File: config.mk
export PLATFORM = sky130hd
export DESIGN_NAME = attr_line_emitter
export DESIGN_NICKNAME = d
export VERILOG_FILES = /design/src/rtl/attr_line_emitter.sv
export SDC_FILE = /design/constraint.sdc
export NUM_CORES = 1
export LEC_CHECK = 0
export ABC_AREA = 1
export BUFFER_PORTS_ARGS = -buffer_cell sky130_fd_sc_hd__buf_2
export CORE_MARGIN = 10
export CORE_UTILIZATION = 55
export DETAILED_ROUTE_END_ITERATION = 16
export PLACE_DENSITY = 0.8
export SYNTH_ARGS = -nofsm -noshare
export SYNTH_HDL_FRONTEND = slang
export SYNTH_SLANG_ARGS = --single-unit
File: constraint.sdc
create_clock -name clk -period 2.95 [get_ports clk]
set_input_delay 0.885 -clock clk [delete_from_list [all_inputs] [get_ports clk]]
set_output_delay 0.885 -clock clk [all_outputs]
set_load 0.02 [all_outputs]
File: src/rtl/attr_line_emitter.sv
// Serialises one attribute record into an ASCII attribute line such as (* KEY="val" *)\n.
// Optional record checking is enabled with `define ATTR_LINE_EMITTER_CHECK_EN.
module attr_line_emitter #(
  parameter int KEY_CHARS = 8,
  parameter int STR_CHARS = 8,
  parameter int INT_W     = 16
) (
  input  logic                   clk,
  input  logic                   rst_n,
  input  logic                   in_valid,
  output logic                   in_ready,
  input  logic [8*KEY_CHARS-1:0] in_key,
  input  logic [3:0]             in_key_len,
  input  logic [1:0]             in_kind,
  input  logic [INT_W-1:0]       in_int,
  input  logic [8*STR_CHARS-1:0] in_str,
  input  logic [3:0]             in_str_len,
  output logic                   out_valid,
  input  logic                   out_ready,
  output logic [7:0]             out_data,
  output logic                   out_last,
  output logic                   err
);

  // Handshakes: a record moves when in_valid && in_ready, a byte moves when
  // out_valid && out_ready; an offered byte is held unchanged until it moves.

  localparam int DIG   = (INT_W * 30103) / 100000 + 1;
  localparam int BCD_W = 4 * DIG;
  localparam int IW    = ($clog2(INT_W) + 1 > 5) ? $clog2(INT_W) + 1 : 5;
  localparam logic [1:0] K_NONE = 2'd0, K_INT = 2'd1, K_STR = 2'd2;

  typedef enum logic [3:0] {
    S_IDLE, S_OPEN, S_KEY, S_EQ, S_CONV, S_DIGITS,
    S_QO, S_STR, S_QC, S_CLOSE, S_NL, S_DROP
  } state_t;

  state_t                 state, state_n, after_key;
  logic [IW-1:0]          idx, idx_n, msd;
  logic                   alive, accept, fire, bad;
  logic [8*KEY_CHARS-1:0] key_sh;
  logic [8*STR_CHARS-1:0] str_sh;
  logic [3:0]             klen, slen, digit;
  logic [1:0]             kind;
  logic [INT_W-1:0]       bin;
  logic [BCD_W-1:0]       bcd, bcd_adj, bcd_n;

  assign in_ready = alive && (state == S_IDLE);
  assign accept   = in_ready && in_valid;
  assign fire     = out_valid && out_ready;

`ifdef ATTR_LINE_EMITTER_CHECK_EN
  assign bad = (in_key_len == 4'd0) || (in_key_len > 4'(KEY_CHARS)) || (in_kind == 2'd3) ||
               ((in_kind == K_STR) && (in_str_len > 4'(STR_CHARS)));
  assign err = (state == S_DROP);
`else
  assign bad = 1'b0;
  assign err = 1'b0;
`endif

  assign after_key = ((kind == K_INT) || (kind == K_STR)) ? S_EQ : S_CLOSE;

  // One shift-add-3 step per CONV cycle; msd locates the leading non-zero digit.
  always_comb begin
    bcd_adj = bcd;
    for (int i = 0; i < DIG; i++)
      if (bcd[4*i +: 4] >= 4'd5) bcd_adj[4*i +: 4] = bcd[4*i +: 4] + 4'd3;
    bcd_n = {bcd_adj[BCD_W-2:0], bin[INT_W-1]};
    msd = '0;
    for (int i = 0; i < DIG; i++)
      if (bcd_n[4*i +: 4] != 4'd0) msd = IW'(i);
    digit = 4'd0;
    for (int i = 0; i < DIG; i++)
      if (idx == IW'(i)) digit = bcd[4*i +: 4];
  end

  always_comb begin
    state_n   = state;
    idx_n     = idx;
    out_valid = 1'b0;
    out_data  = 8'h00;
    out_last  = 1'b0;
    case (state)
      S_IDLE: if (accept) begin
        state_n = bad ? S_DROP : S_OPEN;
        idx_n   = '0;
      end
      S_OPEN: begin
        out_valid = 1'b1;
        out_data  = (idx == IW'(0)) ? "(" : (idx == IW'(1)) ? "*" : " ";
        if (fire) begin
          if (idx == IW'(2)) begin
            state_n = (klen != 4'd0) ? S_KEY : after_key;
            idx_n   = IW'(klen);
          end else idx_n = idx + IW'(1);
        end
      end
      S_KEY: begin
        out_valid = 1'b1;
        out_data  = key_sh[8*KEY_CHARS-1 -: 8];
        if (fire) begin
          if (idx == IW'(1)) state_n = after_key;
          idx_n = idx - IW'(1);
        end
      end
      S_EQ: begin
        out_valid = 1'b1;
        out_data  = "=";
        if (fire) begin
          state_n = (kind == K_INT) ? S_CONV : S_QO;
          idx_n   = '0;
        end
      end
      S_CONV: begin
        if (idx == IW'(INT_W - 1)) begin
          state_n = S_DIGITS;
          idx_n   = msd;
        end else idx_n = idx + IW'(1);
      end
      S_DIGITS: begin
        out_valid = 1'b1;
        out_data  = {4'h3, digit};
        if (fire) begin
          if (idx == IW'(0)) state_n = S_CLOSE;
          else idx_n = idx - IW'(1);
        end
      end
      S_QO: begin
        out_valid = 1'b1;
        out_data  = "\"";
        if (fire) begin
          state_n = (slen != 4'd0) ? S_STR : S_QC;
          idx_n   = IW'(slen);
        end
      end
      S_STR: begin
        out_valid = 1'b1;
        out_data  = str_sh[8*STR_CHARS-1 -: 8];
        if (fire) begin
          if (idx == IW'(1)) state_n = S_QC;
          idx_n = idx - IW'(1);
        end
      end
      S_QC: begin
        out_valid = 1'b1;
        out_data  = "\"";
        if (fire) begin
          state_n = S_CLOSE;
          idx_n   = '0;
        end
      end
      S_CLOSE: begin
        out_valid = 1'b1;
        out_data  = (idx == IW'(0)) ? " " : (idx == IW'(1)) ? "*" : ")";
        if (fire) begin
          if (idx == IW'(2)) state_n = S_NL;
          else idx_n = idx + IW'(1);
        end
      end
      S_NL: begin
        out_valid = 1'b1;
        out_data  = 8'h0A;
        out_last  = 1'b1;
        if (fire) state_n = S_IDLE;
      end
      S_DROP:  state_n = S_IDLE;
      default: state_n = S_IDLE;
    endcase
  end

  always_ff @(posedge clk) begin
    if (!rst_n) begin
      state  <= S_IDLE;
      idx    <= '0;
      alive  <= 1'b0;
      key_sh <= '0;
      str_sh <= '0;
      klen   <= 4'd0;
      slen   <= 4'd0;
      kind   <= K_NONE;
      bin    <= '0;
      bcd    <= '0;
    end else begin
      state <= state_n;
      idx   <= idx_n;
      alive <= 1'b1;
      if (accept) begin
        key_sh <= in_key;
        str_sh <= in_str;
        klen   <= (in_key_len > 4'(KEY_CHARS)) ? 4'(KEY_CHARS) : in_key_len;
        slen   <= (in_str_len > 4'(STR_CHARS)) ? 4'(STR_CHARS) : in_str_len;
        kind   <= (in_kind == 2'd3) ? K_NONE : in_kind;
        bin    <= in_int;
        bcd    <= '0;
      end
      if (state == S_KEY && fire) key_sh <= key_sh << 8;
      if (state == S_STR && fire) str_sh <= str_sh << 8;
      if (state == S_CONV) begin
        bin <= bin << 1;
        bcd <= bcd_n;
      end
    end
  end

endmodule
# Word level (Yosys, flattened, before mapping)
# Index checks and enable logic that the tools add are counted.
dict set report word_totals {
  reg_bits 184
  in_bits 158
}
dict set report op_classes {
  addsub 7
  magnitude_cmp 7
  n_eq_ne 38
  n_mux 66
  n_bitwise 1
  reduce_logical 27
}
# operator n
set ops {}
lappend ops {{$mux 64} 4}
lappend ops {{$mux 4} 33}
lappend ops {{$mux 5} 14}
lappend ops {{$pmux 8 s8} 1}
lappend ops {{$pmux 4 s11} 1}
lappend ops {{$mux 20} 2}
lappend ops {{$pmux 5 s8} 1}
lappend ops {{$ne 2x2->1 const B} 18}
lappend ops {{$mux 16} 2}
lappend ops {{$reduce_bool 4->1} 6}
lappend ops {{$ge 4x3->1 const B} 5}
lappend ops {{$add 4x2->4 const B} 4}
lappend ops {{$eq 4x3->1 const B} 4}
lappend ops {{$reduce_and 16->1} 1}
lappend ops {{$eq 4x4->1 const B} 3}
lappend ops {{$reduce_or 2->1} 6}
lappend ops {{$eq 5x2->1 const B} 2}
lappend ops {{$reduce_and 10->1} 1}
lappend ops {{$reduce_or 9->1} 1}
lappend ops {{$eq 4x2->1 const B} 2}
lappend ops {{$gt 4x4->1 const B} 2}
lappend ops {{$reduce_bool 8->1} 1}
lappend ops {{$mux 2} 3}
lappend ops {{$reduce_bool 2->1} 3}
lappend ops {{other kinds (17)} 26}

# Depth between registers and ports, before layout
dict set report logic_depth {
  ltp_word 9
  ltp_mapped 15
  ltp_nobuf 15
}

# Worst setup path before layout
# No wires, ideal clock.
dict set report synth_timing {
  path_type {flip-flop to output port}
  startpoint {reg idx[1]}
  endpoint {out out_data[3]}
  arrival_ns 1.592
  t_required_ns 2.065
  setup_slack_ns 0.473
  path_stages_with_launch 8
  n_path_buf 1
  cell_sequence {dfxtp_1 > inv_1 > ha_1 > nand3_1 > clkbuf_1 > a21oi_1 > a2111oi_0 > nand2_1}
}
dict set report synth_via {
  elab_chain_len 7
  elab_cells_between_ends 14
  cone_classes {4 x eq/ne; 9 x mux; 1 x reduce/logical}
}
# element line_no
set synth_rtl {}
lappend synth_rtl {{start: declaration} 39} ;# logic [IW-1:0] idx, idx_n, msd;
lappend synth_rtl {{start signal: assignment} 185} ;# idx <= idx_n;
lappend synth_rtl {{$logic_not 5->1} {74, 90, 154}}
lappend synth_rtl {{$mux 4 (5 in a row)} 74} ;# if (idx == IW'(i)) digit = bcd[4*i +: 4];
lappend synth_rtl {{$pmux 8 s8 *} 83} ;# case (state)
lappend synth_rtl {{end: declaration} 20} ;# output logic [7:0] out_data,
# Every way passes the cells marked *; elsewhere a longest branch is shown, timed or not.

# Final worst setup path
# Same ends and word-level chain as after synthesis.

==> reports/summary.txt <==
Hold Startpoint: str_sh[5]
CP startpoint: idx[1]
Die X: 152.7 um
Antenna Nets Post-Route: 0
GPL Wtd Cong: 0.9679
Starting Density: 55.98%
P_leak: 0.005620 uW
Clock skew: 0.01054 ns
Total power: 7260 uW
Die area: 23,310 sq um
Iteration-0 DRC count of the detailed router: 731
Number of I/O port buffers: 168
#FFs+latches synth: 184
RR Endpoint: state[3]
Critical Path RT: 2.07 ns
Commonest non-fill, non-tap cell in the layout: nand2_1
FFs w/ async S/R, synth: 0%
Share of the synthesized area in the top cell type: 38.05%
Fmax: 343.6 MHz
Top area cells in the synthesized netlist: dfxtp_1 (38%), nand2_1 (14%), inv_1 (9.8%)
Syn. warnings: 0
Syn Nets: 1,640
Std cell rows: 48
Post-synth top area cell: dfxtp_1
Crit Path Max Fanout: 5
Largest net degree at the start of global routing: 118
First-pass GRT wire length: 44.04 mm
DR DRC count: 0
H-tree depth: 4
Reg2reg start: idx[0]
Crit path launch type: flop
Vias in the first global route: 8,857
Largest vdd supply drop: 0.0004776 V
Mapped Cells: 1,464
Status: finished clean
Io pins: 170
Synth Flop Type: dfxtp_1
Most frequent cells in the layout: nand2_1 (350), inv_1 (249), dfxtp_1 (176)
Worst-Skew Late Latency: 0.43 ns
Mapped Area: 9682 sq um
Avg Inst Size Synth: 6.613 sq um
DPL Wire Length: 19.22 mm
Crit Path Category: reg -> out
Total gr overflow: 0
Pwr/cell area: 631.2 nW/um^2
Non-filler cells, final: 1,843
Clock tree from TritonCTS: built
CTS Buffer Depth: 2
Post-synth EDFFs: 0
Vias: 9,627
Clk slew on worst S/H paths: 0.07 ns
Final setup TNS: 0 ns
Core area: 17,300 sq um
Max-cap check violation count: 0
Min cycle time layout: 2.910 ns
Distinct cells, synth: 42
Fin area: 11,500 sq um
CP endpoint: out_data[3]
Inst Count DP: 1,800
Initial antenna violation count: 8
Area after detailed placement: 10,690 sq um
Drt via density: 5.224
Share of cells above drive strength 1: 16.94%
Sequential cell area: 3699 sq um
Hold Vio Cnt, Final: 0
Slew Viols, Final: 0
Die height: 152.7 um
Crit end category: output pin
Area growth syn-to-layout: 18.79%
Seq/Total Area, Yosys: 38.05%
Hold Path Class: reg -> reg
Area of the multi-input gates: 4702 sq um
All-layer global routing usage: 22.20%
CP arrival: 2.03 ns
Final period util: 98.65%
Sink Count: 184
Nets@finish: 1,776
R2R cell count: 14
Post-CTS Hold Buffers: 0
Final wirelength: 27.02 mm
Reg2reg setup slack: 0.56 ns
Unrepaired setup endpoints after global routing: yes
Final Setup Violations: 0
Fill cells: 1,557
DR pass1 iterations: 6
Clk Tree Root Cell: clkbuf_16
Final core occ: 66.49%
Routed len/inst: 14.66 um
Clock buffer count from CTS: 17
-- layout make-up --
type                            instances  share of cell area [%]
Multi-Input combinational cell        935                   40.88
Sequential cell                       184                   32.16
Timing Repair Buffer                  201                   10.36
Inverter                              261                   8.573
Clock buffer                           21                   4.003
Tap cell                              225                   2.448
Clock inverter                         10                   1.447
Antenna cell                            6                  0.1305
-- worst max-delay path, cell delays in order, from the launching register on --
cell and delay [ns]:
dfxtp_1 0.32, inv_2 0.12, ha_4 0.17, nand2_1 0.05, nor3_1 0.24, buf_4 0.19, inv_1 0.08, o211ai_1 0.10
nand3_1 0.09, nand2_1 0.11, buf_6 0.12
-- how the worst min path moves through the flow --
stage,endpoint,slack (ns),cells after the start
finish,str_sh[5],0.46,2
floorplan,bcd[17],0.44,2
global route,key_sh[5],0.48,2
CTS,key_sh[1],0.47,2
global placement,key_sh[4],0.45,2
detailed placement,str_sh[5],0.46,2
-- metrics by stage --
stage	setup slack, ns	hold slack, ns
floorplan	0.4733	0.4400
global placement	0.2931	0.4480
detailed placement	0.2031	0.4559
CTS	0.003759	0.4654
global route	-0.04086	0.4827
finish	0.03984	0.4635
-- per-layer routing --
layer  part of all wire (%)  wire [um]  global-route usage, %  vias to the layer above
li1                       -          -                      -                     4995
met1                     46      12530                  29.79                     4314
met2                     45      12240                  34.92                      290
met3                    7.3       1968                  5.786                       24
met4                   0.93        250                  4.995                        4
met5                   0.10         27                      0                        -
-- sequential cells by signal, summed over array words and instances, names as in the netlist --
register / flops
key_sh: 64
bin: 16
alive: 1
bcd: 20
klen: 4
str_sh: 64
slen: 4
idx: 5
kind: 2
state: 4
-- cells in the mapped netlist, types with 4 or more instances --
library cell	instances
nor2_1	56
o21ai_1	30
inv_1	254
clkbuf_1	30
nand3_1	68
a21oi_1	71
a31oi_1	6
nand4_1	8
dfxtp_1	184
nor3_1	72
a22oi_1	11
inv_2	4
nand2_1	353
nor2_2	4
a211oi_1	4
o211ai_1	60
buf_2	32
buf_1	11
o21ai_0	144
buf_4	8
ha_1	18
o22ai_1	7
-- where the power goes --
| group | internal [uW] | switching, uW | leakage [uW] |
|---|---|---|---|
| Sequential | 2780 | 147 | 0.00150 |
| Combinational | 700 | 1170 | 0.00381 |
| Clock | 1470 | 1000 | 0.000305 |
| Total | 4950 | 2310 | 0.00562 |
-- kinds of logic (layout without fill, tap and decap cells) --
group | Yosys count | count (layout) | synth area share [%]
and+or+nand+nor | 570 | 570 | 24.70
buffers and inverters | 345 | 493 | 14.36
AOI/OAI and AO/OA | 342 | 342 | 20.17
xor gates and xnor gates | 4 | 4 | 0.3619
DFF | 184 | 184 | 38.05
adders and majority gates | 18 | 18 | 2.326
other | 1 | 7 | 0.03873
-- repair_timing --
item | in CTS | in global routing
pin swaps | 0 | 7
resized for setup | 15 | 30
setup buffers | 2 | 4
endpoints found under the setup margin | 5 | 6
gates cloned | 0 | 0
(Power assumes the default switching activity.)
